<file path="src/rtl/seq_det_pkg.sv">
// Shared constants and elaboration-time KMP table builders for seq_detector_param.
// Optional match counter is controlled by the SEQ_DET_COUNT_EN macro (see top).
package seq_det_pkg;

    localparam int unsigned PAT_LEN_MIN = 2;
    localparam int unsigned PAT_LEN_MAX = 16;
    localparam int unsigned DEF_PAT_LEN = 4;
    localparam logic [DEF_PAT_LEN-1:0] DEF_PATTERN = 4'b1011;
    localparam int unsigned DEF_CNT_W   = 8;

    // Table entries must hold 0..PAT_LEN_MAX inclusive (PAT_LEN_MAX marks completion).
    localparam int unsigned STATE_W = 5;
    localparam int unsigned IDX_W   = $clog2(PAT_LEN_MAX);

    typedef logic [STATE_W-1:0] kval_t;
    typedef kval_t [PAT_LEN_MAX:0] fail_tab_t;
    typedef kval_t [PAT_LEN_MAX-1:0][1:0] next_tab_t;

    // Bit k of the pattern in arrival order (k = 0 is the MSB, received first).
    function automatic logic pat_bit(input logic [PAT_LEN_MAX-1:0] pat,
                                     input int unsigned len,
                                     input int unsigned k);
        return pat[IDX_W'(len - 1 - k)];
    endfunction

    // f[i] = length of the longest proper prefix of pattern[0..i-1] that is also its suffix.
    function automatic fail_tab_t seq_det_fail_table(input logic [PAT_LEN_MAX-1:0] pat,
                                                     input int unsigned len);
        fail_tab_t   f;
        int unsigned j;
        f = '0;
        j = 0;
        for (int unsigned i = 1; i < PAT_LEN_MAX; i++) begin
            if (i < len) begin
                for (int unsigned t = 0; t < PAT_LEN_MAX; t++) begin
                    if (j > 0 && pat_bit(pat, len, i) != pat_bit(pat, len, j)) begin
                        j = 32'(f[j]);
                    end
                end
                if (pat_bit(pat, len, i) == pat_bit(pat, len, j)) begin
                    j = j + 1;
                end
                f[i + 1] = kval_t'(j);
            end
        end
        return f;
    endfunction

    // n[k][b] = prefix length after receiving bit b in state k; value len means completion.
    function automatic next_tab_t seq_det_next_table(input logic [PAT_LEN_MAX-1:0] pat,
                                                     input int unsigned len);
        fail_tab_t   f;
        next_tab_t   n;
        int unsigned fk;
        f = seq_det_fail_table(pat, len);
        n = '0;
        for (int unsigned k = 0; k < PAT_LEN_MAX; k++) begin
            if (k < len) begin
                fk = 32'(f[k]);
                for (int unsigned b = 0; b < 2; b++) begin
                    if (pat_bit(pat, len, k) == 1'(b)) begin
                        n[k][b] = kval_t'(k + 1);
                    end else if (k == 0) begin
                        n[k][b] = '0;
                    end else begin
                        n[k][b] = n[fk][b];
                    end
                end
            end
        end
        return n;
    endfunction

endpackage

</file>
<file path="src/rtl/seq_det_counter.sv">
// Saturating match counter with async active-low reset and synchronous clear.
module seq_det_counter
    import seq_det_pkg::*;
#(
    parameter int unsigned CNT_W = DEF_CNT_W
) (
    input  logic             clk,
    input  logic             rst,
    input  logic             clear,
    input  logic             inc,
    output logic [CNT_W-1:0] count
);

    logic [CNT_W-1:0] r_count;

    always_ff @(posedge clk or negedge rst) begin
        if (!rst) begin
            r_count <= '0;
        end else if (clear) begin
            r_count <= '0;
        end else if (inc && (r_count != '1)) begin
            r_count <= r_count + 1'b1;
        end
    end

    assign count = r_count;

endmodule

</file>
<file path="src/rtl/seq_detector_param.sv">
// Parameterised serial pattern detector (KMP next-state table built at elaboration).
// Define SEQ_DET_COUNT_EN to instantiate the saturating match counter; otherwise match_cnt is 0.
module seq_detector_param
    import seq_det_pkg::*;
#(
    parameter int unsigned          PAT_LEN = DEF_PAT_LEN,
    parameter logic [PAT_LEN-1:0]   PATTERN = DEF_PATTERN,
    parameter int unsigned          CNT_W   = DEF_CNT_W
) (
    input  logic             clk,
    input  logic             rst,
    input  logic             seq,
    input  logic             seq_valid,
    input  logic             overlap_en,
    input  logic             clear,
    output logic             dout,
    output logic [CNT_W-1:0] match_cnt
);

    localparam int unsigned K_W = (PAT_LEN > 2) ? $clog2(PAT_LEN) : 1;
    localparam logic [PAT_LEN_MAX-1:0] PAT_EXT = PAT_LEN_MAX'(PATTERN);
    localparam fail_tab_t FALLBACK_TAB = seq_det_fail_table(PAT_EXT, PAT_LEN);
    localparam next_tab_t NEXT_TAB     = seq_det_next_table(PAT_EXT, PAT_LEN);
    localparam logic [K_W-1:0] K_FULL  = K_W'(FALLBACK_TAB[PAT_LEN]);

    if (PAT_LEN < PAT_LEN_MIN || PAT_LEN > PAT_LEN_MAX) begin : g_bad_len
        $error("seq_detector_param: PAT_LEN out of range 2..16");
    end

    logic [K_W-1:0]   r_k;
    logic             r_dout;
    logic [K_W-1:0]   w_k_next;
    logic             w_dout_next;
    logic [IDX_W-1:0] w_k_idx;
    kval_t            w_step;
    logic             w_complete;

    assign w_k_idx    = IDX_W'(r_k);
    assign w_step     = NEXT_TAB[w_k_idx][seq];
    assign w_complete = seq_valid && (w_step == kval_t'(PAT_LEN));

    always_comb begin
        w_k_next    = r_k;
        w_dout_next = 1'b0;
        if (clear) begin
            w_k_next = '0;
        end else if (seq_valid) begin
            if (w_complete) begin
                w_dout_next = 1'b1;
                w_k_next    = overlap_en ? K_FULL : '0;
            end else begin
                w_k_next = K_W'(w_step);
            end
        end
    end

    always_ff @(posedge clk or negedge rst) begin
        if (!rst) begin
            r_k    <= '0;
            r_dout <= 1'b0;
        end else begin
            r_k    <= w_k_next;
            r_dout <= w_dout_next;
        end
    end

    assign dout = r_dout;

`ifdef SEQ_DET_COUNT_EN
    // Counting on the dout-next term keeps match_cnt in step with the dout pulse.
    seq_det_counter #(
        .CNT_W (CNT_W)
    ) u_counter (
        .clk   (clk),
        .rst   (rst),
        .clear (clear),
        .inc   (w_dout_next),
        .count (match_cnt)
    );
`else
    assign match_cnt = '0;
`endif

endmodule

</file>
<file path="config.mk">
export PLATFORM = sky130hd
export DESIGN_NAME = seq_detector_param
export DESIGN_NICKNAME = d
export VERILOG_FILES = /design/src/rtl/seq_det_pkg.sv /design/src/rtl/seq_det_counter.sv /design/src/rtl/seq_detector_param.sv
export SDC_FILE = /design/constraint.sdc
export NUM_CORES = 1
export LEC_CHECK = 0
export ABC_CLOCK_PERIOD_IN_PS = 800
export CORE_AREA = 2 2 39 41
export CTS_BUF_LIST = sky130_fd_sc_hd__clkbuf_8 sky130_fd_sc_hd__clkbuf_16
export CTS_CLUSTER_DIAMETER = 40
export DETAILED_ROUTE_END_ITERATION = 8
export DIE_AREA = 0 0 41 43
export SETUP_SLACK_MARGIN = 0.2
export SYNTH_ARGS = -nofsm -noshare
export SYNTH_HDL_FRONTEND = slang
export SYNTH_SLANG_ARGS = --single-unit
</file>
<file path="constraint.sdc">
create_clock -name clk -period 0.8 [get_ports clk]
set_input_delay 0.08 -clock clk [delete_from_list [all_inputs] [get_ports clk]]
set_output_delay 0.08 -clock clk [all_outputs]
set_load 0.02 [all_outputs]
</file>
Word level (Yosys, flattened, before mapping)
Index checks and enable logic that the tools add are counted.
- bits of input ports: 6
- output and inout port bits: 9
- register bits after elaboration: 3
- bits in read-only memories: 0
- logic and storage cells: 18
- memories kept: 0
- bits in latches: 0
- RAM bits: 0
- add/subtract/negate cells: 0
- magnitude comparators: 2
- $mul: 0
- equality and inequality tests: 1
- shifts and indexed selects: 0
- muxes and demuxes: 11
- reductions and logical operators: 2
- bitwise operators: 0
- divide/modulo/power cells: 0
- operators with widths (operator ; number):
    10-bit binary-select mux with 2-bit select ; 1
    10-bit 2-to-1 mux ; 1
    5-bit 2-to-1 mux ; 2
    2-bit 2-to-1 mux ; 3
    5-bit by 3-bit == test with 1-bit output, second input constant ; 1
    2-bit by 5-bit less-than comparator with 1-bit output, second input constant ; 1
    1-bit 2-to-1 mux ; 4
    1-bit by 2-bit less-than comparator with 1-bit output, second input constant ; 1
    2-bit nonzero test ; 1
    1-bit logical AND ; 1

Longest topological paths before layout
- depth in word-level cells: 9
- depth in mapped cells: 3
- mapped depth without buffers: 3

Least setup slack after synthesis
No wires, ideal clock.
- kind: reg2reg
- from: reg r_k[0]
- to: reg r_k[0]
- path buffers: 0
- clock period less this slack: 764 ps
- library setup time: 127 ps
- data required time: 673 ps
- arrival time: 638 ps
- cell stages (with the launch flop): 4
- setup slack: 36 ps
- cell sequence: dfrtp_1 > nand2_1 > o211ai_1 > a21oi_1
- word-level cells in the longest chain between the ends: 9
- RTL lines (element ; line ; source):
    start, declared ; seq_detector_param.sv:30 ; logic [K_W-1:0] r_k;
    start signal, assigned ; seq_detector_param.sv:62 ; r_k <= w_k_next;
    10-bit binary-select mux with 2-bit select * ; seq_detector_param.sv:39 ; assign w_step = NEXT_TAB[w_k_idx][seq];
    10-bit 2-to-1 mux (implied by the code) * ; seq_detector_param.sv:39 ;
    5-bit 2-to-1 mux (implied by the code) * (2 in a row) ; seq_detector_param.sv:39 ;
    5-bit by 3-bit == test with 1-bit output ; seq_detector_param.sv:40 ; assign w_complete = seq_valid && (w_step == kval_t'(PAT_LEN));
    1-bit logical AND ; seq_detector_param.sv:40 ;
    2-bit 2-to-1 mux * ; seq_detector_param.sv:48 ; if (w_complete) begin
    2-bit 2-to-1 mux * ; seq_detector_param.sv:47 ; end else if (seq_valid) begin
    2-bit 2-to-1 mux * ; seq_detector_param.sv:45 ; if (clear) begin
Mark *: on every way between the ends. The rest lies on a longest branch, timed or not. The select of a mux whose other input is x is not followed.
A chain may end at the register's enable or synchronous reset.

Final worst setup path
Same ends and word-level chain as after synthesis.

==> flow_metrics.py <==
metrics = {
    "power_and_ir_drop": {
        "p_leak_nw": 0.141,
        "vdd_drop_max_v": 0.000336,
        "report.power.total_mw": 0.661,
        "p_per_area_nw_per_um2": 2230,
    },
    "cts": {
        "clk_pin_slew_worst_paths_ps": 30,
        "cts_tree": "done",
        "tritoncts.num_buffers": 3,
        "number_of_buffers_on_the_longest_clock_path": 2,
        "cts_root_buffer": "clkbuf_8",
        "clk-insertion-delay-late_ps": 210,
        "htree_num_levels": 1,
        "cts_num_sinks": 3,
        "hold_buffers": 0,
    },
    "routing": {
        "route.top_layer_used": "met3",
        "wl_met1_um": 108,
        "route.detailed.wl_per_inst_um": 7.71,
        "detail-route-antenna-nets": 0,
        "detail_route.drc_violations": 0,
        "drtIter0Drc": 0,
        "wl_um": 378,
        "route.met3.wl_um": 21,
        "vias_per_cell": 3.18,
        "dr_wl_met2_um": 248,
        "total_via_count_in_the_routed_design": 156,
        "dr.pass1.iters": 1,
    },
    "sta": {
        "final-hold-violation-count": 0,
        "grt_setup_unrepaired": "yes",
        "clock-skew-final_ps": 1.04,
        "achievable-frequency_ghz": 1.18,
        "setup_violation_total_in_the_final_timing_report": 2,
        "maxSlewViolCount": 0,
        "whs_ps": 46.7,
        "tns_ps": -65.0,
        "period_minus_slack_ps": 845,
        "worst_slack_ps": -44.6,
        "layout_worst_path_cycle_share": 1.06,
    },
    "floorplan": {
        "core_box_area_sq_um": 1380,
        "io_pins": 15,
        "num_rows": 14,
        "floorplan.die.width_um": 41,
        "initial_core_util": 0.142,
        "floorplan.die_area_sq_um": 1760,
        "die_y_um": 43,
    },
    "yosys": {
        "yosys_warnings": 0,
        "synthesis.area_sq_um": 196,
        "synth.area.top_cells": "dfrtp_1 (38%), buf_4 (31%), a21oi_1 (5.1%), nand2_1 (3.8%), nand3b_1 (3.8%)",
        "netlist_instances": 23,
        "synth.distinct_cells": 12,
        "synth.largest_area_cell": "dfrtp_1",
        "synth_area_per_cell_sq_um": 8.54,
        "synth.top_cell.area_share": 0.382,
        "ys_ff_latch": 3,
        "yosysSeqAreaShare": 0.382,
    },
    "final_layout": {
        "final_common_cell": "conb_1",
        "share_of_layout_cells_above_drive_strength_1": 0.152,
        "final_util": 0.214,
        "design_area_sq_um": 297,
        "area.growth.synth_to_final_pct": 51.0,
        "n_antenna_cell": 0,
        "final_net_count": 40,
        "layout.cells.most_common_list": "conb_1 (8), clkdlybuf4s50_1 (5), clkbuf_8 (3), dfrtp_1 (3)",
    },
    "setup_path": {
        "timing.critical_path.fanout_max": 4,
        "reg2reg_depth": 3,
        "worst_path_required_ps": 890,
        "end_kind": "register",
        "worst-r2r-setup-slack_ps": -40,
        "worst_r2r_endpoint": "r_k[0]$_DFFE_PN0P_",
        "startpoint_kind_of_the_worst_setup_timing_path": "register",
        "critPathArrivalTime_ps": 930,
        "r2r_start": "r_k[0]$_DFFE_PN0P_",
        "critical_path_class": "register to register",
    },
    "grt": {
        "grt_max_degree": 5,
        "wire_length_of_the_first_global_routing_pass_um": 579,
        "grt_remaining_overflow": 0,
        "track_usage": 0.0542,
        "via_count_of_the_first_global_routing_pass": 163,
        "antenna_found_initial": 0,
    },
    "run_status": {
        "status": "complete, but fails checks",
        "failing_checks": "negative setup slack",
    },
    "place": {
        "place.port_buffers": 6,
        "post_dp_cell_area_sq_um": 243,
        "gp_routability_congestion": 0.621,
    },
    "hold_path": {
        "hold_class": "input pin to asynchronous set/reset pin",
    },
    "flow_run": {
        "max_cap_viol_count": 0,
    },
}
## through the flow
| stage | instances | setup slack [ps] |
|---|---|---|
| global route | 49 | -105 |
| finish | 49 | -44.6 |
| floorplan | 30 | 36.5 |
| global placement | 44 | -198 |
| detailed placement | 44 | -224 |
| CTS | 49 | -44.9 |
## area by class of cell
class,instances,area [sq um]
clock buffer,3,41.3
clock inverter,1,3.75
fill,165,1090
inverter,1,3.75
multi-input combinational,18,83.8
sequential,3,75.1
tap,16,20.0
timing repair buffer,7,68.8
## cells in the mapped netlist, drive strengths merged
| cell type | count |
|---|---|
| inv | 1 |
| buf | 8 |
| conb | 1 |
| dfrtp | 3 |
| o21ai | 1 |
| nor2b | 1 |
| nand2 | 2 |
| o211ai | 1 |
| a21oi | 2 |
| nand3b | 1 |
| nand4 | 1 |
| nor2 | 1 |
## where the power goes
| group | switching (mW) | total (mW) | internal, mW | leakage (nW) |
|---|---|---|---|---|
| clock | 0.0951 | 0.421 | 0.326 | 0.0269 |
| combinational | 0.0492 | 0.0795 | 0.0303 | 0.0731 |
| sequential | 0.00399 | 0.161 | 0.157 | 0.0412 |
## metal layers
layer,vias up,global-route usage
met5,-,0
met4,0,0.0800
met3,0,0.0157
met2,5,0.0875
met1,73,0.0354
li1,78,-
## worst max path at each step
stage	endpoint	slack, ps	depth (start not counted)	from
final	r_k[0]$_DFFE_PN0P_	-40	3	r_k[0]$_DFFE_PN0P_
after global routing	r_k[0]$_DFFE_PN0P_	-100	3	r_k[0]$_DFFE_PN0P_
after CTS	r_k[0]$_DFFE_PN0P_	-40	3	r_k[0]$_DFFE_PN0P_
after detailed placement	r_k[1]$_DFFE_PN0P_	-220	4	seq
after global placement	r_k[1]$_DFFE_PN0P_	-200	4	seq
after floorplan	r_k[0]$_DFFE_PN0P_	40	3	r_k[0]$_DFFE_PN0P_
## repair_timing
| item | 4_1_cts | 5_1_grt |
|---|---|---|
| endpoints found under the hold margin | 0 | 0 |
| endpoints found under the setup margin | 4 | 4 |
| resized for setup | 4 | 2 |
| buffers inserted | 1 | 0 |
| pin swaps | 2 | 1 |
## state kept, by name, summed over array words and instances (netlist names)
name  flops
r_k       2
dout      1
## critical path, stage by stage (launching register included)
cell and delay, ps:
dfrtp_1 390, nand2_1 70, o211ai_1 180, a21oi_1 90
## cells by family after synthesis
logic type,share of synthesized area
and+or+nand+nor,0.159
buffers and inverters,0.325
DFF,0.382
AOI/OAI and AO/OA,0.115
other,0.0191
(Power assumes the default switching activity.)
